--- src/rtl/fft_peak_tracker_pkg.sv ---
// Shared defaults and frame helpers for the FFT magnitude / peak tracker.
package fft_peak_tracker_pkg;

  localparam int unsigned DEF_DATA_W   = 16;
  localparam int unsigned DEF_ADDR_W   = 8;
  localparam int unsigned DEF_NUM_PEAK = 4;
  localparam int unsigned DEF_MIN_BIN  = 1;

  // Last bin that carries data in a frame: N-1, or N/2-1 in half-spectrum mode.
  function automatic logic is_last_used(input int unsigned bin, input logic half,
                                        input int unsigned addr_w);
    int unsigned last;
    last = half ? ((32'd1 << (addr_w - 1)) - 32'd1) : ((32'd1 << addr_w) - 32'd1);
    return bin == last;
  endfunction

endpackage

--- src/rtl/fft_peak_tracker_if.sv ---
// Input bin stream and output magnitude stream of the peak tracker.
interface fft_peak_tracker_if #(
  parameter int unsigned DATA_W = 16,
  parameter int unsigned ADDR_W = 8
);
  logic                     s_valid;
  logic                     s_ready;
  logic signed [DATA_W-1:0] s_re;
  logic signed [DATA_W-1:0] s_im;
  logic                     s_last;
  logic                     m_valid;
  logic                     m_ready;
  logic        [DATA_W-1:0] m_mag;
  logic        [ADDR_W-1:0] m_bin;

  modport master (
    output s_valid, s_re, s_im, s_last, m_ready,
    input  s_ready, m_valid, m_mag, m_bin
  );

  modport slave (
    input  s_valid, s_re, s_im, s_last, m_ready,
    output s_ready, m_valid, m_mag, m_bin
  );
endinterface

--- src/rtl/fft_peak_tracker_mag_approx.sv ---
// Combinational shift-add magnitude approximation from absolute re/im values.
module fft_mag_approx #(
  parameter int unsigned DATA_W = 16
) (
  input  logic [DATA_W-1:0] abs_re,
  input  logic [DATA_W-1:0] abs_im,
  output logic [DATA_W-1:0] mag
);
  logic [DATA_W-1:0] a;
  logic [DATA_W-1:0] b;
  logic [DATA_W:0]   sum;
  logic [DATA_W:0]   est;

  always_comb begin
    a   = (abs_re >= abs_im) ? abs_re : abs_im;
    b   = (abs_re >= abs_im) ? abs_im : abs_re;
    sum = {1'b0, a} + {1'b0, b};
    est = sum - (sum >> 2);
    // Inputs are at most 2^(DATA_W-1)-1, so est never exceeds the DATA_W range.
    mag = (b <= (a >> 1)) ? a : est[DATA_W-1:0];
  end
endmodule

--- src/rtl/fft_peak_tracker.sv ---
// Streaming FFT bin magnitude with per-frame top-K peak tracking (DC/low bins excluded).
module fft_peak_tracker
  import fft_peak_tracker_pkg::*;
#(
  parameter int unsigned DATA_W   = DEF_DATA_W,
  parameter int unsigned ADDR_W   = DEF_ADDR_W,
  parameter int unsigned NUM_PEAK = DEF_NUM_PEAK,
  parameter int unsigned MIN_BIN  = DEF_MIN_BIN
) (
  input  logic                         clk,
  input  logic                         rst,
  input  logic                         cfg_half,
  fft_peak_tracker_if.slave            bus,
  output logic                         pk_valid,
  output logic [NUM_PEAK*ADDR_W-1:0]   pk_bin,
  output logic [NUM_PEAK*DATA_W-1:0]   pk_mag,
  output logic                         len_err
);
  localparam logic [ADDR_W-1:0] LAST_BIN = '1;

  logic              adv, acc, half_eff, half_q, drop;
  logic [ADDR_W-1:0] cnt;
  logic              s1_valid, s1_half;
  logic [ADDR_W-1:0] s1_bin;
  logic [DATA_W-1:0] s1_re, s1_im;
  logic [DATA_W-1:0] s2_mag_next;
  logic              load2, track_en, publish;

  logic              gt       [NUM_PEAK];
  logic [DATA_W-1:0] w_mag    [NUM_PEAK];
  logic [ADDR_W-1:0] w_bin    [NUM_PEAK];
  logic [DATA_W-1:0] n_mag    [NUM_PEAK];
  logic [ADDR_W-1:0] n_bin    [NUM_PEAK];
  logic [DATA_W-1:0] pk_mag_q [NUM_PEAK];
  logic [ADDR_W-1:0] pk_bin_q [NUM_PEAK];

  function automatic logic [DATA_W-1:0] abs_sat(input logic [DATA_W-1:0] x);
    if (x == {1'b1, {(DATA_W-1){1'b0}}}) return {1'b0, {(DATA_W-1){1'b1}}};
    else if (x[DATA_W-1])                return (~x) + 1'b1;
    else                                 return x;
  endfunction

  assign adv         = ~bus.m_valid | bus.m_ready;
  assign bus.s_ready = adv & ~rst;
  assign acc         = bus.s_valid & bus.s_ready;
  // Half mode is latched with bin 0, but bin 0 itself must follow the live input.
  assign half_eff    = (cnt == '0) ? cfg_half : half_q;
  assign drop        = half_eff & cnt[ADDR_W-1];

  assign load2    = adv & s1_valid;
  assign track_en = load2 && (32'(s1_bin) >= MIN_BIN);
  assign publish  = load2 && is_last_used(32'(s1_bin), s1_half, ADDR_W);

  fft_mag_approx #(.DATA_W(DATA_W)) u_mag (
    .abs_re (s1_re),
    .abs_im (s1_im),
    .mag    (s2_mag_next)
  );

  always_ff @(posedge clk) begin
    if (rst) begin
      cnt         <= '0;
      half_q      <= 1'b0;
      s1_valid    <= 1'b0;
      s1_half     <= 1'b0;
      s1_bin      <= '0;
      s1_re       <= '0;
      s1_im       <= '0;
      bus.m_valid <= 1'b0;
      bus.m_mag   <= '0;
      bus.m_bin   <= '0;
      len_err     <= 1'b0;
      pk_valid    <= 1'b0;
    end else begin
      len_err  <= acc & (bus.s_last != (cnt == LAST_BIN));
      pk_valid <= publish;
      if (acc) begin
        cnt <= cnt + 1'b1;
        if (cnt == '0) half_q <= cfg_half;
      end
      if (adv) begin
        s1_valid    <= acc & ~drop;
        s1_half     <= half_eff;
        s1_bin      <= cnt;
        s1_re       <= abs_sat(bus.s_re);
        s1_im       <= abs_sat(bus.s_im);
        bus.m_valid <= s1_valid;
        if (s1_valid) begin
          bus.m_mag <= s2_mag_next;
          bus.m_bin <= s1_bin;
        end
      end
    end
  end

  // List is kept sorted descending, so gt[] is monotonic and the insertion slot is
  // the first j with gt[j]; slots after it take their predecessor's entry.
  for (genvar j = 0; j < NUM_PEAK; j++) begin : g_slot
    assign gt[j] = track_en && (s2_mag_next > w_mag[j]);

    if (j == 0) begin : g_head
      assign n_mag[j] = gt[j] ? s2_mag_next : w_mag[j];
      assign n_bin[j] = gt[j] ? s1_bin      : w_bin[j];
    end else begin : g_tail
      assign n_mag[j] = !gt[j] ? w_mag[j] : (gt[j-1] ? w_mag[j-1] : s2_mag_next);
      assign n_bin[j] = !gt[j] ? w_bin[j] : (gt[j-1] ? w_bin[j-1] : s1_bin);
    end

    always_ff @(posedge clk) begin
      if (rst) begin
        w_mag[j]    <= '0;
        w_bin[j]    <= '0;
        pk_mag_q[j] <= '0;
        pk_bin_q[j] <= '0;
      end else if (publish) begin
        w_mag[j]    <= '0;
        w_bin[j]    <= '0;
        pk_mag_q[j] <= n_mag[j];
        pk_bin_q[j] <= n_bin[j];
      end else if (track_en) begin
        w_mag[j] <= n_mag[j];
        w_bin[j] <= n_bin[j];
      end
    end
  end

  always_comb begin
    pk_bin = '0;
    pk_mag = '0;
    for (int unsigned j = 0; j < NUM_PEAK; j++) begin
      pk_bin[j*ADDR_W +: ADDR_W] = pk_bin_q[j];
      pk_mag[j*DATA_W +: DATA_W] = pk_mag_q[j];
    end
  end
endmodule

--- src/flat_wrapper.sv ---
// flat-port wrapper written by rule: the top's interface ports become plain ports
module fft_peak_tracker_flat import fft_peak_tracker_pkg::*;
#(
  parameter int unsigned DATA_W   = DEF_DATA_W,
  parameter int unsigned ADDR_W   = DEF_ADDR_W,
  parameter int unsigned NUM_PEAK = DEF_NUM_PEAK,
  parameter int unsigned MIN_BIN  = DEF_MIN_BIN
)
  (clk, rst, cfg_half, pk_valid, pk_bin, pk_mag, len_err, bus_s_valid, bus_s_re, bus_s_im, bus_s_last, bus_m_ready, bus_s_ready, bus_m_valid, bus_m_mag, bus_m_bin);
  fft_peak_tracker_if #(.DATA_W(DATA_W), .ADDR_W(ADDR_W)) bus_i ();
  input  logic clk;
  input  logic rst;
  input  logic cfg_half;
  output logic pk_valid;
  output logic [NUM_PEAK*ADDR_W-1:0] pk_bin;
  output logic [NUM_PEAK*DATA_W-1:0] pk_mag;
  output logic len_err;
  input wire logic [$bits(bus_i.s_valid)-1:0] bus_s_valid;
  input wire logic [$bits(bus_i.s_re)-1:0] bus_s_re;
  input wire logic [$bits(bus_i.s_im)-1:0] bus_s_im;
  input wire logic [$bits(bus_i.s_last)-1:0] bus_s_last;
  input wire logic [$bits(bus_i.m_ready)-1:0] bus_m_ready;
  output wire logic [$bits(bus_i.s_ready)-1:0] bus_s_ready;
  output wire logic [$bits(bus_i.m_valid)-1:0] bus_m_valid;
  output wire logic [$bits(bus_i.m_mag)-1:0] bus_m_mag;
  output wire logic [$bits(bus_i.m_bin)-1:0] bus_m_bin;
  assign bus_i.s_valid = bus_s_valid;
  assign bus_i.s_re = bus_s_re;
  assign bus_i.s_im = bus_s_im;
  assign bus_i.s_last = bus_s_last;
  assign bus_i.m_ready = bus_m_ready;
  assign bus_s_ready = bus_i.s_ready;
  assign bus_m_valid = bus_i.m_valid;
  assign bus_m_mag = bus_i.m_mag;
  assign bus_m_bin = bus_i.m_bin;
  fft_peak_tracker #(.DATA_W(DATA_W), .ADDR_W(ADDR_W), .NUM_PEAK(NUM_PEAK), .MIN_BIN(MIN_BIN)) u_core (.clk(clk), .rst(rst), .cfg_half(cfg_half), .bus(bus_i), .pk_valid(pk_valid), .pk_bin(pk_bin), .pk_mag(pk_mag), .len_err(len_err));
endmodule
--- config.mk ---
export PLATFORM = sky130hd
export DESIGN_NAME = fft_peak_tracker_flat
export DESIGN_NICKNAME = d
export VERILOG_FILES = /design/src/rtl/fft_peak_tracker_pkg.sv /design/src/rtl/fft_peak_tracker_if.sv /design/src/rtl/fft_peak_tracker_mag_approx.sv /design/src/rtl/fft_peak_tracker.sv /design/src/flat_wrapper.sv
export SDC_FILE = /design/constraint.sdc
export NUM_CORES = 1
export LEC_CHECK = 0
export BUFFER_PORTS_ARGS = -buffer_cell sky130_fd_sc_hd__buf_2
export CAP_MARGIN = 20
export CORE_ASPECT_RATIO = 1.5
export CORE_UTILIZATION = 35
export CTS_CLUSTER_SIZE = 12
export DETAILED_ROUTE_END_ITERATION = 7
export SYNTH_ARGS = -nofsm -noshare
export SYNTH_HDL_FRONTEND = slang
export SYNTH_HIERARCHICAL = 1
export SYNTH_SLANG_ARGS = --single-unit
--- constraint.sdc ---
create_clock -name clk -period 16.2 [get_ports clk]
set_clock_uncertainty 0.1 [all_clocks]
set_input_delay 4.86 -clock clk [delete_from_list [all_inputs] [get_ports clk]]
set_output_delay 4.86 -clock clk [all_outputs]
set_load 0.01 [all_outputs]
==> results of run 1 <==
## worst max-delay path, cell delays in order
cell	delay [ns]
buf_2	0.07
buf_4	0.64
nor2_1	0.16
buf_2	0.19
## area by class of cell
class / instances / area, um2 / area share
repair buffers: 192 / 1060 / 0.0563
clock inverters: 11 / 134 / 0.00709
multi-input cells: 1263 / 8420 / 0.446
well taps: 594 / 743 / 0.0394
inverters: 109 / 412 / 0.0218
clock buffers: 41 / 783 / 0.0415
flip-flops and latches: 270 / 7330 / 0.388
## cell usage after synthesis, drive strengths merged, types with 7 or more instances
library cell and instances:
nand4 19, o41ai 7, dfxtp 78, edfxtp 192, o31ai 7, clkbuf 59, ha 130, a21o 9
o211ai 7, xnor2 19, nor3 50, inv 109, nand3 16, nor2b 30, buf 39, nand2 226
a311oi 73, and2 8, nor2 210, a21oi 120, a31oi 28, o21ai 66, mux2i 50, xor2 45
nand2b 18, a211oi 55, or2 7, mux2 8
## cell families after synthesis
| group | share of synthesized area |
|---|---|
| xor gates and xnor gates | 0.0338 |
| and+or+nand+nor | 0.161 |
| adders and majority gates | 0.100 |
| AOI/OAI and AO/OA | 0.168 |
| DFF | 0.442 |
| buffers and inverters | 0.0535 |
| muxes | 0.0415 |
## final timing paths
check,from,to,cells after the start
worst min-delay path,u_core/bus.m_mag[1]$_SDFFE_PP0P_,u_core/bus.m_mag[1]$_SDFFE_PP0P_,2
worst max-delay path,rst,bus_s_ready,4
worst max register to register,u_core/s1_re[0]$_SDFFE_PP0N_,u_core/pk_mag_q[1][0]$_SDFFCE_PN0P_,27
worst min register to register,u_core/bus.m_mag[1]$_SDFFE_PP0P_,u_core/bus.m_mag[1]$_SDFFE_PP0P_,2
## through the flow
stage                     utilization  setup WS, ns  power [mW]  cell area (um2)
final                           0.404          5.29        2.47            18900
after detailed placement        0.384          5.28        1.83            17900
after global routing            0.404          5.18        2.65            18900
after global placement          0.384          5.27        1.80            17900
after CTS                       0.403          5.28        2.49            18800
after floorplan                     -          5.95        1.52            16600
## power by group through the flow
stage               Combinational [mW]  Sequential [mW]  Clock, mW
floorplan                        0.697            0.825          0
global placement                 0.974            0.822          0
detailed placement                1.01            0.823          0
CTS                               1.01            0.809      0.674
global route                      1.13            0.814      0.698
finish                            1.01            0.809      0.656
## state kept, by name, summed over array words and instances, names as in the netlist
signal	count
u_core/s1_half	1
u_core/pk_bin_q	32
u_core/w_bin	32
u_core/pk_mag_q	64
u_core/s1_re	16
u_core/s1_im	16
u_core/cnt	8
u_core/bus.m_bin	8
u_core/bus.m_mag	16
u_core/bus.m_valid	1
u_core/len_err	1
u_core/s1_bin	8
u_core/pk_valid	1
u_core/s1_valid	1
u_core/w_mag	64
u_core/half_q	1
## metal layers
metal | vias to the layer above | global-route usage | share of wire
met1 | 6197 | 0.201 | 0.40
met4 | 0 | 0.0795 | 0.041
met5 | - | 0 | 0
li1 | 6552 | - | -
met2 | 326 | 0.323 | 0.51
met3 | 82 | 0.0207 | 0.041
==> reports/results.ini, run 1 <==
[die]
num_rows = 97
io_pins = 162
dieArea_um2 = 48300
die_x_um = 180
core_area_um2 = 46700
initial_utilization = 0.355
die_h_um = 269

[cts]
cts_max_level = 1
clkSinkCount = 270
cts_buffers = 29
ctsHoldBuffers = 0
clock_latency_ns = 0.58
cts_tree = done
cts_buffer_depth = 3
post_cts_buffers = 0
clk_pin_slew_worst_paths_ns = 0.06
ctsResizeCount = 0
cts-root-buf = clkbuf_16

[sta]
max_freq_mhz = 91.6
hold_ws_ns = 0.353
rsz0062_at_grt = false
setup_viol = 0
fin_tns_setup_ns = 0
fin_crit_sh = 0.674
slew_viol_final = 0
hold_viol = 0
period_needed_ns = 10.91
slew_headroom = 0.261
worst_pin_slew_ns = 1.10

[detailed_routing]
avgViaCountPerCell = 5.31
drc = 9
wl_per_cell_um = 17.4
first_iter_violations = 728
ant_nets = 0
vias = 13200
drt-pass1-iter-count = 7
routed_wl_um = 43100

[synthesis]
yosys_warnings = 6
syn_avg_cell_area_um2 = 9.53
yosysTopAreaCellShare = 0.348
ys_ff_latch = 270
netlist_top_cells_area = edfxtp_1 35%, ha_1 9.8%, dfxtp_1 9.4%
ys.flop_type = edfxtp_1
synthCells = 1740
ys_types = 67
synth_fp_nets = 1910
synth_area_um2 = 16600
synth_edf_count = 192
yosys.area.top_type = edfxtp_1
ys_seq_area_frac = 0.442
async_flop_share = 0

[power]
p_int_mw = 1.55
clockPowerShare = 0.265
comb_power_share = 0.408
ir_drop_v = 0.0000695
swShare = 0.373
switching_power_mw = 0.922
cellLeakagePower_nw = 7.46
p_per_area_nw_per_um2 = 131
pwr-share-seq = 0.327

[placement]
portBuffers = 161
hpwlAfterDp_um = 31700
dp.cells = 2426
gp_congestion = 0.867

[run]
maxCapViolCount = 0

[grt]
grt-ovfl-total = 0
grt_pass1_vias = 12700
antenna_found_initial = 0
grt_max_degree = 120
grt_pass1_wl_um = 67200
gr-usage-all-layers = 0.174

[setup_path]
arrival_ns = 5.95
startpoint_type = input port
rrSetupSlack_ns = 6.82
cp_max_fo = 80
cp-end-kind = primary output
required_ns = 11.24
worst-setup-path-type = input port to primary output

[status]
violations = DRC
status = complete, but fails checks

[final_layout]
nets = 2035
final_common_cell = nand2_1
synthToLayoutAreaGrowth_pct = 13.8
drive_above_1_share = 0.155
fin_cells = 2480
fillers = 4629
layout_common_cells = 222 x nand2_1, 206 x nor2_1, 192 x edfxtp_1
antenna_cells = 0

[hold_path]
hp-class = register to register

(Power assumes the default switching activity.)
==> run 2, diff against run 1 <==
Clock period 16.2 ns to 11.2 ns, I/O delays scaled along.
==> reports/results.ini, run 2 (synthesized netlist as in run 1, its figures left out) <==
[setup_path]
cp_max_fo = 37  ; was 80
startpoint_type = register  ; was input port
required_ns = 11.39  ; was 11.24 ns
rrSetupSlack_ns = 1.93  ; was 6.82 ns
cp-end-kind = register  ; was primary output
arrival_ns = 9.45  ; was 5.95 ns
worst-setup-path-type = register to register  ; was input port to primary output

[sta]
fin_tns_setup_ns = 0  ; unchanged
max_freq_mhz = 108
slew_headroom = 0.311  ; was 0.261
worst_pin_slew_ns = 1.01  ; was 1.10 ns
rsz0062_at_grt = false  ; unchanged
slew_viol_final = 0  ; unchanged
period_needed_ns = 9.27
fin_crit_sh = 0.827
hold_viol = 0  ; unchanged
setup_viol = 0  ; unchanged

[placement]
hpwlAfterDp_um = 34000  ; was 31700 um
gp_congestion = 0.865  ; was 0.867
portBuffers = 161  ; unchanged

[final_layout]
final_common_cell = nand2_1  ; unchanged
drive_above_1_share = 0.152  ; was 0.155
synthToLayoutAreaGrowth_pct = 13.3  ; was 13.8%
antenna_cells = 0  ; unchanged
nets = 2035  ; unchanged
largestRegisters = u_core/pk_mag_q x64, u_core/w_mag x64  ; unchanged
layout_common_cells = 222 x nand2_1, 206 x nor2_1, 192 x edfxtp_1  ; unchanged
final_util = 0.402  ; was 0.404

[cts]
ctsHoldBuffers = 0  ; unchanged
clkSinkCount = 270  ; unchanged
cts_buffers = 28  ; was 29
cts-root-buf = clkbuf_16  ; unchanged
clock_latency_ns = 0.57  ; was 0.58 ns
cts_buffer_depth = 3  ; unchanged
ctsResizeCount = 0  ; unchanged
clk_pin_slew_worst_paths_ns = 0.06  ; about the same
cts_tree = done  ; unchanged
cts_max_level = 1  ; unchanged
post_cts_buffers = 0  ; unchanged

[status]
status = complete, but fails checks  ; unchanged
violations = DRC  ; unchanged

[power]
p_int_mw = 2.19  ; was 1.55 mW
switching_power_mw = 1.37  ; was 0.922 mW
ir_drop_v = 0.000113  ; was 0.0000695 V
swShare = 0.384  ; was 0.373
cellLeakagePower_nw = 7.40  ; was 7.46 nW
pwr-share-seq = 0.329  ; was 0.327
p_per_area_nw_per_um2 = 189  ; was 131 nW/um2
clockPowerShare = 0.253  ; was 0.265
comb_power_share = 0.418  ; was 0.408

[detailed_routing]
vias = 13200  ; about the same
drc = 9  ; unchanged
routed_wl_um = 46000  ; was 43100 um
ant_nets = 0  ; unchanged
wl_per_cell_um = 18.6  ; was 17.4 um
avgViaCountPerCell = 5.33  ; was 5.31
first_iter_violations = 882  ; was 728
drt-pass1-iter-count = 7  ; unchanged

[grt]
grt_pass1_vias = 12900  ; was 12700
gr-usage-all-layers = 0.186  ; was 0.174
grt_pass1_wl_um = 70900  ; was 67200 um
grt-ovfl-total = 0  ; unchanged
antenna_found_initial = 0  ; unchanged
grt_max_degree = 82  ; was 120

[die]
core_area_um2 = 46700  ; unchanged
io_pins = 162  ; unchanged
initial_utilization = 0.355  ; unchanged
die_h_um = 269  ; unchanged
dieArea_um2 = 48300  ; unchanged
die_x_um = 180  ; unchanged
num_rows = 97  ; unchanged

[hold_path]
hp-class = register to register  ; unchanged

[run]
maxCapViolCount = 0  ; unchanged

-- run 2: cell types whose count changed in the layout (fill, tap and decap cells not counted) --
cell,before,now
clkinv_8,0,1
clkbuf_2,2,0
inv_6,2,0
clkinv_2,3,1
buf_12,2,0
clkinvlp_4,0,2
buf_4,29,32
bufinv_16,3,1
clkbuf_8,1,0
clkinv_1,3,1
clkbuf_1,9,13
-- run 2: layout make-up --
class                      count  area [um2]
clock buffer                  42         774
tap                          594         743
fill                        4715       27900
multi-input combinational   1263        8420
sequential                   270        7330
timing repair buffer         193        1050
inverter                     109         412
clock inverter                 6        70.1
-- run 2: metal layers --
layer  part of all wire  global-route usage
met2               0.51               0.344
met4              0.046              0.0939
met1               0.41               0.211
met5                  0                   0
met3              0.039              0.0227
-- run 2: worst paths after layout --
kind,from,end,depth (start not counted)
setup / recovery,u_core/s1_re[0]$_SDFFE_PP0N_,u_core/w_bin[1][6]$_SDFFCE_PN0P_,27
hold / removal,u_core/bus.m_mag[0]$_SDFFE_PP0P_,u_core/bus.m_mag[0]$_SDFFE_PP0P_,2
setup reg to reg,u_core/s1_re[0]$_SDFFE_PP0N_,u_core/w_bin[1][6]$_SDFFCE_PN0P_,27
hold reg to reg,u_core/bus.m_mag[0]$_SDFFE_PP0P_,u_core/bus.m_mag[0]$_SDFFE_PP0P_,2
-- run 2: worst max-delay path, stage by stage (launching register included) --
cell,delay [ns]
dfxtp_1,0.39
inv_1,0.06
ha_1,0.31
nand2b_1,0.15
a21o_1,0.17
a211oi_1,0.31
o31a_1,0.22
a21oi_1,0.14
o21ai_4,0.33
buf_4,0.46
mux2i_1,0.34
ha_1,0.30
a21o_1,0.19
a21o_1,0.17
a21o_1,0.18
a2111oi_0,0.35
a211oi_1,0.20
a211oi_4,0.61
buf_4,0.30
mux2i_1,0.85
ha_1,0.31
nand4_1,0.12
a2111oi_0,0.38
a211o_1,0.50
and2_1,0.83
buf_4,0.36
mux2i_1,0.26
a211oi_1,0.10
-- run 2: power groups by stage --
stage / sequential [mW] / clock (mW) / combinational [mW]
final: 1.17 / 0.899 / 1.49
after global placement: 1.19 / 0 / 1.44
after floorplan: 1.19 / 0 / 1.01
after detailed placement: 1.19 / 0 / 1.48
after global routing: 1.18 / 0.956 / 1.66
after CTS: 1.17 / 0.922 / 1.48
-- run 2: stage by stage --
stage	hold WS, ns	power (mW)	std cells	worst slack [ns]	instance area (um2)
floorplan	0.350	2.20	1740	3.95	16600
global placement	0.345	2.63	2428	2.17	17900
detailed placement	0.344	2.67	2428	1.97	17900
CTS	0.352	3.58	2476	1.98	18800
global route	0.376	3.79	2477	1.08	18800
finish	0.350	3.55	2477	1.93	18800
